**src/rtl/mem_access_pkg.sv**
```systemverilog
// Shared types for the MEM-stage data-bus access block.
// Access-size encoding, FSM states and a few size helpers.
package mem_access_pkg;

  typedef enum logic [1:0] {
    SizeByte   = 2'd0,
    SizeHalf   = 2'd1,
    SizeWord   = 2'd2,
    SizeDouble = 2'd3
  } mem_size_e;

  typedef enum logic [0:0] {
    StIdle = 1'b0,
    StWait = 1'b1
  } state_e;

  function automatic logic is_misaligned(input mem_size_e size, input logic [2:0] offset);
    logic mis;
    unique case (size)
      SizeByte: mis = 1'b0;
      SizeHalf: mis = offset[0];
      SizeWord: mis = |offset[1:0];
      default:  mis = |offset;
    endcase
    return mis;
  endfunction

  // Unshifted byte-lane mask for an access of the given size.
  function automatic logic [7:0] size_strobe(input mem_size_e size);
    logic [7:0] strobe;
    unique case (size)
      SizeByte: strobe = 8'h01;
      SizeHalf: strobe = 8'h03;
      SizeWord: strobe = 8'h0F;
      default:  strobe = 8'hFF;
    endcase
    return strobe;
  endfunction

endpackage

```
**src/rtl/mem_access_load_extend.sv**
```systemverilog
// Load-data alignment: moves the addressed lane down to bit 0 and
// sign- or zero-extends it to 64 bits.
module load_extend
  import mem_access_pkg::*;
(
  input  logic [63:0] raw,
  input  logic [2:0]  offset,
  input  mem_size_e   size,
  input  logic        is_unsigned,
  output logic [63:0] result
);

  logic [63:0] shifted;
  logic        fill;

  always_comb begin
    shifted = raw >> {offset, 3'b000};
    fill    = 1'b0;
    result  = shifted;
    unique case (size)
      SizeByte: begin
        fill   = ~is_unsigned & shifted[7];
        result = {{56{fill}}, shifted[7:0]};
      end
      SizeHalf: begin
        fill   = ~is_unsigned & shifted[15];
        result = {{48{fill}}, shifted[15:0]};
      end
      SizeWord: begin
        fill   = ~is_unsigned & shifted[31];
        result = {{32{fill}}, shifted[31:0]};
      end
      default: result = shifted;
    endcase
  end

endmodule

```
**src/rtl/mem_access.sv**
```systemverilog
// MEM-stage data-bus access: issues one aligned request per load/store,
// stalls upstream until the bus completes, and retires into the MEM/WB slot.
module mem_access
  import mem_access_pkg::*;
(
  input  logic        clk,
  input  logic        reset,
  input  logic        inValid,
  input  logic        memRead,
  input  logic        memWrite,
  input  logic [1:0]  memSize,
  input  logic        memUnsigned,
  input  logic [63:0] aluResult,
  input  logic [63:0] storeData,
  output logic        dreqValid,
  output logic [63:0] dreqAddr,
  output logic        dreqWrite,
  output logic [7:0]  dreqStrobe,
  output logic [63:0] dreqData,
  input  logic        drespOk,
  input  logic [63:0] drespData,
  output logic        memStall,
  output logic        outValid,
  output logic [63:0] readData_M,
  output logic        misalign
);

  state_e      state_q, state_d;
  logic        dreq_valid_q, dreq_valid_d;
  logic [63:0] dreq_addr_q, dreq_addr_d;
  logic        dreq_write_q, dreq_write_d;
  logic [7:0]  dreq_strobe_q, dreq_strobe_d;
  logic [63:0] dreq_data_q, dreq_data_d;
  logic        out_valid_q, out_valid_d;
  logic        misalign_q, misalign_d;
  logic [63:0] read_data_q, read_data_d;

  // Request attributes kept for extending the response.
  mem_size_e   size_q, size_d;
  logic        unsigned_q, unsigned_d;
  logic [2:0]  offset_q, offset_d;
  logic        load_q, load_d;

  mem_size_e   size_in;
  logic [2:0]  offset_in;
  logic        is_mem;
  logic        is_store;
  logic [63:0] ext_result;

  assign size_in   = mem_size_e'(memSize);
  assign offset_in = aluResult[2:0];
  assign is_mem    = memRead | memWrite;
  assign is_store  = memWrite & ~memRead;

  load_extend u_load_extend (
    .raw         (drespData),
    .offset      (offset_q),
    .size        (size_q),
    .is_unsigned (unsigned_q),
    .result      (ext_result)
  );

  always_comb begin
    state_d       = state_q;
    dreq_valid_d  = dreq_valid_q;
    dreq_addr_d   = dreq_addr_q;
    dreq_write_d  = dreq_write_q;
    dreq_strobe_d = dreq_strobe_q;
    dreq_data_d   = dreq_data_q;
    out_valid_d   = 1'b0;
    misalign_d    = 1'b0;
    read_data_d   = read_data_q;
    size_d        = size_q;
    unsigned_d    = unsigned_q;
    offset_d      = offset_q;
    load_d        = load_q;
    memStall      = 1'b0;

    case (state_q)
      StIdle: begin
        if (inValid) begin
          if (!is_mem) begin
            out_valid_d = 1'b1;
          end else if (is_misaligned(size_in, offset_in)) begin
            out_valid_d = 1'b1;
            misalign_d  = 1'b1;
          end else begin
            memStall      = 1'b1;
            state_d       = StWait;
            dreq_valid_d  = 1'b1;
            dreq_addr_d   = {aluResult[63:3], 3'b000};
            dreq_write_d  = is_store;
            dreq_strobe_d = is_store ? (size_strobe(size_in) << offset_in) : 8'h00;
            dreq_data_d   = is_store ? (storeData << {offset_in, 3'b000}) : 64'd0;
            size_d        = size_in;
            unsigned_d    = memUnsigned;
            offset_d      = offset_in;
            load_d        = memRead;
          end
        end
      end
      StWait: begin
        memStall = ~drespOk;
        if (drespOk) begin
          state_d       = StIdle;
          dreq_valid_d  = 1'b0;
          dreq_addr_d   = 64'd0;
          dreq_write_d  = 1'b0;
          dreq_strobe_d = 8'h00;
          dreq_data_d   = 64'd0;
          out_valid_d   = 1'b1;
          if (load_q) begin
            read_data_d = ext_result;
          end
        end
      end
      default: state_d = StIdle;
    endcase
  end

  always_ff @(posedge clk or negedge reset) begin
    if (!reset) begin
      state_q       <= StIdle;
      dreq_valid_q  <= 1'b0;
      dreq_addr_q   <= 64'd0;
      dreq_write_q  <= 1'b0;
      dreq_strobe_q <= 8'h00;
      dreq_data_q   <= 64'd0;
      out_valid_q   <= 1'b0;
      misalign_q    <= 1'b0;
      read_data_q   <= 64'd0;
      size_q        <= SizeByte;
      unsigned_q    <= 1'b0;
      offset_q      <= 3'd0;
      load_q        <= 1'b0;
    end else begin
      state_q       <= state_d;
      dreq_valid_q  <= dreq_valid_d;
      dreq_addr_q   <= dreq_addr_d;
      dreq_write_q  <= dreq_write_d;
      dreq_strobe_q <= dreq_strobe_d;
      dreq_data_q   <= dreq_data_d;
      out_valid_q   <= out_valid_d;
      misalign_q    <= misalign_d;
      read_data_q   <= read_data_d;
      size_q        <= size_d;
      unsigned_q    <= unsigned_d;
      offset_q      <= offset_d;
      load_q        <= load_d;
    end
  end

  assign dreqValid  = dreq_valid_q;
  assign dreqAddr   = dreq_addr_q;
  assign dreqWrite  = dreq_write_q;
  assign dreqStrobe = dreq_strobe_q;
  assign dreqData   = dreq_data_q;
  assign outValid   = out_valid_q;
  assign misalign   = misalign_q;
  assign readData_M = read_data_q;

endmodule

```
**config.mk**
```make
export PLATFORM = sky130hd
export DESIGN_NAME = mem_access
export DESIGN_NICKNAME = d
export VERILOG_FILES = /design/src/rtl/mem_access_pkg.sv /design/src/rtl/mem_access_load_extend.sv /design/src/rtl/mem_access.sv
export SDC_FILE = /design/constraint.sdc
export NUM_CORES = 1
export LEC_CHECK = 0
export ABC_AREA = 1
export CAP_MARGIN = 5
export CORE_ASPECT_RATIO = 1.5
export CORE_MARGIN = 2
export CORE_UTILIZATION = 50
export CTS_BUF_LIST = sky130_fd_sc_hd__clkbuf_4 sky130_fd_sc_hd__clkbuf_8 sky130_fd_sc_hd__clkbuf_16
export DETAILED_ROUTE_END_ITERATION = 12
export HOLD_SLACK_MARGIN = 0.03
export PLACE_DENSITY_LB_ADDON = 0.12
export SLEW_MARGIN = 20
export SYNTH_ARGS = -nofsm -noshare
export SYNTH_HDL_FRONTEND = slang
export SYNTH_HIERARCHICAL = 1
export SYNTH_SLANG_ARGS = --single-unit
```
**constraint.sdc**
```tcl
create_clock -name clk -period 2.7 [get_ports clk]
set_clock_uncertainty 0.15 [all_clocks]
set_input_delay 0.54 -clock clk [delete_from_list [all_inputs] [get_ports clk]]
set_output_delay 0.54 -clock clk [all_outputs]
set_load 0.05 [all_outputs]
```
**After elaboration in Yosys (flattened, before gate mapping)**

Index checks and enable logic that the tools add are counted.
Widths: inputs -> output; s select.

- RAM bits: 0
- Bits in read-only memories: 0
- Memories kept: 0
- Latch bits: 0
- Flip-flop bits (word level): 212

- Equal/unequal tests: 8
- Div/mod/pow operators: 0
- Reductions and logical operators: 7
- Multiply operators: 0
- Shift-type cells: 3
- Magnitude comparators: 0
- Muxes and demuxes: 49
- Bitwise logic cells: 10
- $add $sub $neg: 0

Operators with widths:

| operator | count |
|---|---|
| $mux 64 | 8 |
| $pmux 64 s2 | 2 |
| $pmux 64 s3 | 1 |
| $mux 8 | 9 |
| $shl 64x6->64 | 1 |
| $shr 64x6->64 | 1 |
| $pmux 8 s3 | 1 |
| $mux 1 | 21 |
| $pmux 8 s2 | 1 |
| $pmux 1 s2 | 5 |
| $ne 2x2->1 const B | 4 |
| $reduce_and 4->1 | 2 |
| $shl 8x3->8 | 1 |
| $not 1->1 | 5 |
| $and 1x1->1 | 4 |
| $eq 2x1->1 const B | 2 |
| $eq 2x2->1 const B | 2 |
| $logic_not 2->1 | 2 |
| $pmux 1 s3 | 1 |
| $reduce_and 3->1 | 1 |
| $reduce_or 3->1 | 1 |
| $reduce_or 2->1 | 1 |
| $or 1x1->1 | 1 |

**Longest topological paths before layout**

Gate-level depths: netlist of the first run.

- Depth in word-level cells: 15
- Depth in mapped cells: 13

**By module**

Netlist of the first run, hierarchy kept.

By module, submodules not included:

| module | area an instance (um^2) | instances | cells an instance | seq. area each (um^2) |
|---|---|---|---|---|
| mem_access | 10,239.8 | 1 | 1,190 | 5,230.0 |
| load_extend | 2,378.5 | 1 | 475 | 0.0 |

**Worst setup path before layout of the first run**

No wires, ideal clock.

- Path kind: input to output
- From: in aluResult[1]
- To: out memStall
- Arrival: 1,954 ps
- Buffers on the path: 3
- Setup slack: 56 ps
- Stages: 8
- Cells stage by stage: buf_4 > nor2_8 > nand2_1 > nand2_2 > nand3_4 > buf_6 > buf_6 > o21ai_0

- Longest elaborated chain between the ends: 9
- Elaborated cells on any way between the ends: 10
- Those cells by class: 8 x mux; 2 x reduce/logical

Ends and longest elaborated chain:

| element | RTL line | source |
|---|---|---|
| start, declared | mem_access.sv:13 | `input logic [63:0] aluResult,` |
| $reduce_or 3->1 / $reduce_or 2->1 (equally long branches) | mem_access_pkg.sv:23, mem_access_pkg.sv:22 |  |
| $pmux 1 s3 (*) | mem_access_pkg.sv:19 | `unique case (size)` |
| $mux 1 (*) | mem_access.sv:82 | `if (!is_mem) begin` |
| $mux 1 (*) | mem_access.sv:81 | `if (inValid) begin` |
| $mux 1 (*) | mem_access.sv:79 | `case (state_q)` |
| $mux 1 (*) | mem_access.sv:84 | `end else if (is_misaligned(size_in, offset_in)) begin` |
| $mux 1 (*) | mem_access.sv:82 |  |
| $mux 1 (*) | mem_access.sv:81 |  |
| $pmux 1 s2 (*) | mem_access.sv:79 |  |
| end, declared | mem_access.sv:22 | `output logic memStall,` |

Every way passes the cells marked *; elsewhere a longest branch is shown, timed or not. The select of a mux whose other input is x is not followed.

**Worst setup path in the final report of the first run**

- From: reg state_q
- To: out memStall

- Longest elaborated chain between the ends: 2

Ends and longest elaborated chain:

| element | RTL line | source |
|---|---|---|
| start, declared | mem_access.sv:28 | `state_e state_q, state_d;` |
| start signal, assigned | mem_access.sv:123 | `state_q <= StIdle;` |
| start signal, assigned | mem_access.sv:137 | `state_q <= state_d;` |
| $not 1->1 (no line) | n/a |  |
| $pmux 1 s2 (*) | mem_access.sv:79 |  |

Every way passes the cells marked *; elsewhere a longest branch is shown, timed or not.

==> metrics.cfg, run 1 <==
[clock_tree]
clock_path_buffers = 3
cts_inserted_buffers = 23
cts_tree = yes
cts-htree-levels = 1
postCtsSetupBuffers = 0
clk_latency_ns = 0.53
cts.sinks = 209
cts_root_buf = clkbuf_16
path_clk_slew_ns = 0.06

[synthesis]
synth_most_common_cell = nand2_1
syn-cell-area_sq_mm = 0.01262
synth.yosys.seq_area_share = 0.4145
muxShareOfSynthArea = 0.05711
ys_warn_count = 6
synth_top_family_by_area = simple AND/OR/NAND/NOR gates
synthAdderAreaFrac = 0
synth_xor_area_frac = 0
synthArstFlopShare = 1.000
synth-compound-area-share = 0.08547
yosysUniqueCellTypes = 35
synthTopCellsByCount = nand2_1 (522), nand3_1 (321), dfrtp_1 (209)
synth_edf_count = 0
synth_flop_cell = dfrtp_1
synth_cells = 1665
synth_top_area_share = 0.4145
synth.avg_cell_area_sq_um = 7.579
yosysTopAreaCell = dfrtp_1
yosys_register_bits = 209
synth.area.top_cells = dfrtp_1 (41%), nand2_1 (16%), nand3_1 (13%)
synth-simple-area-share = 0.3448

[cells_and_area]
num_antenna_cells = 0
syn_to_final_growth_pct = 38.15
layout-drive-gt1-share = 0.1023
final_util = 0.6983
stdcell_count = 2342
final_net_count = 2199
fillerInstances = 2128

[placed_design]
portBuffers = 402
dp_cells = 2300
dp_slack_ns = -0.05359
place_hpwl_mm = 34.08
gp_congestion = 1.048

[critical_path]
arrival_ns = 1.91
slowest_stage = dfrtp_2
crit_type = flop to primary output
max_stage_delay_ns = 0.50
cp_cell_sequence = inv_1 > nand2_1 > nor2_1 > nand3_4 > o21ai_0 > buf_12
crit_required_ns = 2.01
cp-end-kind = primary output
cp-start-kind = flop
cp_max_fo = 11
path_buf_inv = 2
crit_family = flip-flops

[power_and_ir_drop]
leakagePower_nw = 8.435
irDropWorstVdd_mv = 0.8376
cellPowerDensity_mw_per_mm2 = 888.8

[sta]
rsz0062_at_grt = no
finalSetupViolCount = 0
worst_slack_ns = 0.1018
tns_ns = 0
min_period_over_period = 0.9623
slew_viol_final = 0
tightest_slew_ns = 0.8512
fmax_ghz = 0.3849
slew_headroom = 0.4265
hold_viol = 0
min_period_ns = 2.598

[worst_hold_path]
hold_class = flop to flop

[floorplan]
die_h_um = 198.6
num_rows = 71
initial_core_util = 0.5055
ios = 406
design.core.area_sq_mm = 0.02496
die_area_sq_mm = 0.02655
die_w_um = 133.7

[routing]
wl_per_cell_um = 19.79
drt_first_iter_violations = 1058
vias = 13091
drt-pass1-iter-count = 5
drc_errors = 0
ant_nets = 0
drt-total-wl_mm = 46.35
avgViaCountPerCell = 5.590

[global_route]
grt_max_degree = 106
grt_usage = 0.3380
antenna_found_initial = 0
grt_pass1_vias = 12595
grt_pass1_wl_mm = 69.70
overflow = 0

[outcome]
status = finished, final reports clean

[job]
maxCapViolCount = 0

==> worst register-to-register path, cell delays in order (launching register included) <==
cell and delay (ns):
dfrtp_2 0.55, inv_8 0.32, o21ai_1 0.15, o21ai_0 0.68, nand2_1 0.12, nand4_1 0.13, mux2_2 0.14
==> layout make-up <==
| type | instances | area (sq um) | share of cell area |
|---|---|---|---|
| sequential | 209 | 5233 | 0.3002 |
| inverter | 92 | 352.8 | 0.02024 |
| tap | 328 | 410.4 | 0.02354 |
| timing repair buffer | 441 | 4537 | 0.2603 |
| multi-input combinational | 1231 | 6168 | 0.3539 |
| clock inverter | 10 | 82.58 | 0.004737 |
| clock buffer | 31 | 648.1 | 0.03718 |
==> report_power, final <==
part	internal (mW)	total, mW	switching, mW	leakage, nW
Clock	1.79	3.10	1.32	0.376
Combinational	2.74	7.95	5.21	5.32
Sequential	3.90	4.44	0.541	2.74
==> metrics by stage <==
step	power [mW]	area, sq um	hold slack (ns)
3_3_place_gp	12.29	16690	0.3212
6_report	15.49	17430	0.3285
2_1_floorplan	9.616	12630	0.09441
3_5_place_dp	12.41	16690	0.3170
5_1_grt	16.19	17430	0.3700
4_1_cts	15.54	17430	0.3311
==> registers in the layout, summed over array words and instances (netlist names) <==
signal      cells
dreqAddr       61
dreqData       64
dreqStrobe      8
dreqValid       1
dreqWrite       1
load_q          1
misalign        1
offset_q        3
outValid        1
readData_M     64
size_q          2
state_q         1
unsigned_q      1
==> timing repair <==
| action | CTS | global route |
|---|---|---|
| hold buffers | 1 | 0 |
| hold endpoints to repair | 57 | 0 |
| resized for setup | 0 | 1 |
| setup endpoints to repair | 0 | 1 |
==> cell families (layout without fill, tap and decap cells) <==
family | after synthesis | in the layout
multiplexers | 64 | 64
other | 1 | 3
AND/OR/NAND/NOR | 973 | 973
AO/OA/AOI/OAI | 191 | 191
buffers and inverters | 227 | 574
flip-flops | 209 | 209
==> worst paths after layout <==
check,to,slack (ns),depth (start not counted),start
setup reg to reg,readData_M[37],0.41,6,offset_q[0]
hold / removal,dreqValid,0.33,2,dreqValid
min in group asynchronous,readData_M[10],0.40,2,reset
hold reg to reg,dreqValid,0.33,2,dreqValid
setup / recovery,memStall,0.10,6,state_q
max in group asynchronous,dreqData[17],1.29,3,reset
==> layer usage <==
layer | share of wire | global-route usage | routed length (um) | vias to the layer above
met4 | 0.076 | 0.2285 | 3503 | 0
met2 | 0.50 | 0.5869 | 23290 | 631
met1 | 0.35 | 0.3815 | 16420 | 6134
li1 | - | - | - | 6188
met5 | 0 | 0 | 0 | -
met3 | 0.068 | 0.05250 | 3138 | 138
==> placed cells by master (no fill, tap or decap), types with 5 or more instances in the layout <==
master           Yosys  layout
nand2_1            522     521
clkdlybuf4s50_1      0     398
nand3_1            321     321
dfrtp_1            209     207
inv_1               86      86
o21ai_0             76      76
mux2_2              64      64
o21ai_1             45      45
nor2_1              34      34
nand4_1             33      33
a21oi_1             27      27
o211ai_1            27      27
clkbuf_16            0      23
buf_4               12      21
nand2_2             18      18
buf_12               2      18
and2_1              16      16
o21ai_2             11      11
nor3_1               8       8
or2_2                8       8
clkinv_2             0       7
nand3_2              6       6
clkbuf_4             0       6
inv_2                5       5
Power figures use the tool's default switching activity.
==> inputs of run 2 (changes only) <==
--- a/config.mk
+++ b/config.mk
@@ -12,6 +12,7 @@
 export CORE_UTILIZATION = 50
 export CTS_BUF_LIST = sky130_fd_sc_hd__clkbuf_4 sky130_fd_sc_hd__clkbuf_8 sky130_fd_sc_hd__clkbuf_16
 export DETAILED_ROUTE_END_ITERATION = 12
+export GPL_TIMING_DRIVEN = 0
 export HOLD_SLACK_MARGIN = 0.03
 export PLACE_DENSITY_LB_ADDON = 0.12
 export SLEW_MARGIN = 20
==> run 2 against run 1 <==
Against the previous run:
- non-clock buffer count increased by 97
- routed wire length increased by 21%
- largest power group unchanged
- critical path type is now input pin to primary output
- register-to-register slack got worse by 0.19 ns
- worst setup slack got worse by 0.051 ns
==> metrics.cfg, run 2 (synthesis results as in run 1) <==
[outcome]
status = finished, final reports clean  ; unchanged

[sta]
min_period_over_period = 0.9812  ; was 0.9623
worst_slack_ns = 0.05063  ; was 0.1018 ns
tns_ns = 0  ; unchanged
fmax_ghz = 0.3774  ; was 0.3849 GHz
slew_viol_final = 0  ; unchanged
hold_viol = 0  ; unchanged
rsz0062_at_grt = no  ; unchanged
tightest_slew_ns = 0.8754  ; was 0.8512 ns
slew_headroom = 0.4102  ; was 0.4265
finalSetupViolCount = 0  ; unchanged
min_period_ns = 2.649  ; was 2.598 ns
fin_hold_ws_ns = 0.2919  ; was 0.3285 ns

[global_route]
grt_usage = 0.4100  ; was 0.3380
grt_pass1_wl_mm = 82.61  ; was 69.70 mm
grt_pass1_vias = 14543  ; was 12595
antenna_found_initial = 1  ; was 0
overflow = 0  ; unchanged
grt_max_degree = 84  ; was 106

[routing]
avgViaCountPerCell = 5.869  ; was 5.590
vias = 14303  ; was 13091
ant_nets = 0  ; unchanged
drt-total-wl_mm = 56.05  ; was 46.35 mm
wl_per_cell_um = 23.00  ; was 19.79 um
drc_errors = 0  ; unchanged
drt-pass1-iter-count = 8  ; was 5
drt_first_iter_violations = 1388  ; was 1058

[cells_and_area]
num_antenna_cells = 0  ; unchanged
layout-drive-gt1-share = 0.1209  ; was 0.1023
syn_to_final_growth_pct = 41.67  ; was 38.15%
layout_commonest_cell = nand2_1  ; unchanged
final_net_count = 2295  ; was 2199
most-common-layout-cells = nand2_1 (522), clkdlybuf4s50_1 (393), nand3_1 (321)  ; was nand2_1 (521), clkdlybuf4s50_1 (398), nand3_1 (321)
stdcell_count = 2437  ; was 2342
final_util = 0.7161  ; was 0.6983
design_area_sq_mm = 0.01788  ; was 0.01743 sq mm

[floorplan]
num_rows = 71  ; unchanged
design.core.area_sq_mm = 0.02496  ; unchanged
initial_core_util = 0.5055  ; unchanged
ios = 406  ; unchanged
die_w_um = 133.7  ; unchanged
die_area_sq_mm = 0.02655  ; unchanged
die_h_um = 198.6  ; unchanged

[critical_path]
timing.rr.end = readData_M[14]  ; was readData_M[37]
reg2reg_slack_ns = 0.22  ; was 0.41 ns
worstSetupStartpoint = memRead  ; was state_q
crit_type = input pin to primary output  ; was flop to primary output
max_stage_delay_ns = 0.45  ; was 0.50 ns
r2r_start = offset_q[1]  ; was offset_q[0]
r2r_cells = 6  ; unchanged
cp_max_fo = 10  ; was 11
cp_cell_sequence = clkdlybuf4s15_1 > nor2_2 > nor2_4 > nand3_4 > buf_12 > buf_6 > o21ai_2 > buf_6  ; was inv_1 > nand2_1 > nor2_1 > nand3_4 > o21ai_0 > buf_12
cp-end-kind = primary output  ; unchanged
slowest_stage = clkdlybuf4s15_1  ; was dfrtp_2
path_buf_inv = 4  ; was 2
crit_top_cell = buf_6
arrival_ns = 1.96  ; was 1.91 ns
crit_required_ns = 2.01  ; about the same
cp-start-kind = input pin  ; was flop
crit_family = buffers and inverters  ; was flip-flops

[clock_tree]
cts-htree-levels = 1  ; unchanged
clock_path_buffers = 3  ; unchanged
cts_root_buf = clkbuf_16  ; unchanged
cts_inserted_buffers = 22  ; was 23
path_clk_slew_ns = 0.06  ; about the same
cts.sinks = 209  ; unchanged
cts_tree = yes  ; unchanged
clk_latency_ns = 0.52  ; was 0.53 ns

[power_and_ir_drop]
leakagePower_nw = 8.672  ; was 8.435 nW
clockPowerShare = 0.197  ; was 0.200
p_int_mw = 8.590  ; was 8.424 mW
p_sw_frac = 0.4692  ; was 0.4563
p_sw_mw = 7.593  ; was 7.070 mW
finalPower_mw = 16.18  ; was 15.49 mW
irDropWorstVdd_mv = 0.7891  ; was 0.8376 mV
share_seq_of_total_power = 0.274  ; was 0.287
cellPowerDensity_mw_per_mm2 = 905.3  ; was 888.8 mW/mm^2
p_comb_frac = 0.528  ; was 0.513

[placed_design]
dpl_cell_area_sq_mm = 0.01709  ; was 0.01669 sq mm
place_hpwl_mm = 43.20  ; was 34.08 mm
dp_cells = 2396  ; was 2300
gp_congestion = 1.079  ; was 1.048
portBuffers = 399  ; was 402
dp_slack_ns = -1.200  ; was -0.05359 ns

[worst_hold_path]
hold_end = dreqData[0]  ; was dreqValid
holdPathStages = 6  ; was 2
hp-start = aluResult[0]  ; was dreqValid
hold_class = input pin to flop  ; was flop to flop

[job]
maxCapViolCount = 0  ; unchanged

## run 2: changes by cell type in the layout (fill, tap and decap cells not counted), sizes merged
cell           previous run  this run
clkdlybuf4s50           398       393
clkdlybuf4s15             0         1
buf                      42       104
dlygate4sd2               0         3
clkinv                    7         6
bufinv                    1         2
inv                      94        93
clkbuf                   31        65
clkinvlp                  0         1
## run 2: final cells by class
type | instances | area, sq um
Timing Repair Buffer | 403 | 4069
Tap cell | 328 | 410.4
Clock buffer | 29 | 628.1
Inverter | 92 | 352.8
Fill cell | 1916 | 7087
Multi-Input combinational cell | 1231 | 6175
Buffer | 135 | 890.9
Clock inverter | 10 | 120.1
Sequential cell | 209 | 5230
## run 2: how the worst max path moves through the flow
stage              endpoint  slack (ns)  depth (start not counted)
6_report           memStall        0.05                          8
5_1_grt            memStall        0.01                          8
4_1_cts            memStall       0.007                          8
3_5_place_dp       memStall       -1.20                          8
3_3_place_gp   dreqData[44]       -7.52                          1
2_1_floorplan      memStall        0.06                          8
## run 2: metal layers
metal	GRT usage	up-vias	share of wire
met5	0	-	0.00023
met4	0.3219	2	0.092
met3	0.07365	268	0.076
met2	0.7212	886	0.50
met1	0.4296	6762	0.33
li1	-	6385	-
## run 2: timing repair
item                                    CTS  global route
hold buffers                              1             0
endpoints found under the hold margin    44             0
setup buffers                             1             0
endpoints found under the setup margin    1             1
pin swaps                                 2             1
gates resized for setup                  19             2
## run 2: power by group through the flow
stage	Clock, mW	Sequential (mW)	Combinational [mW]
floorplan	0	6.94	2.67
global placement	0	4.40	8.25
detailed placement	0	4.45	8.37
CTS	3.21	4.42	8.43
global route	3.33	4.50	8.91
finish	3.20	4.44	8.55
## run 2: worst min-delay path, stage by stage
cell and delay (ns):
buf_6 0.11, nor2_8 0.06, nand3_1 0.06, nor3_1 0.04, nand2_1 0.06, nand2_1 0.04
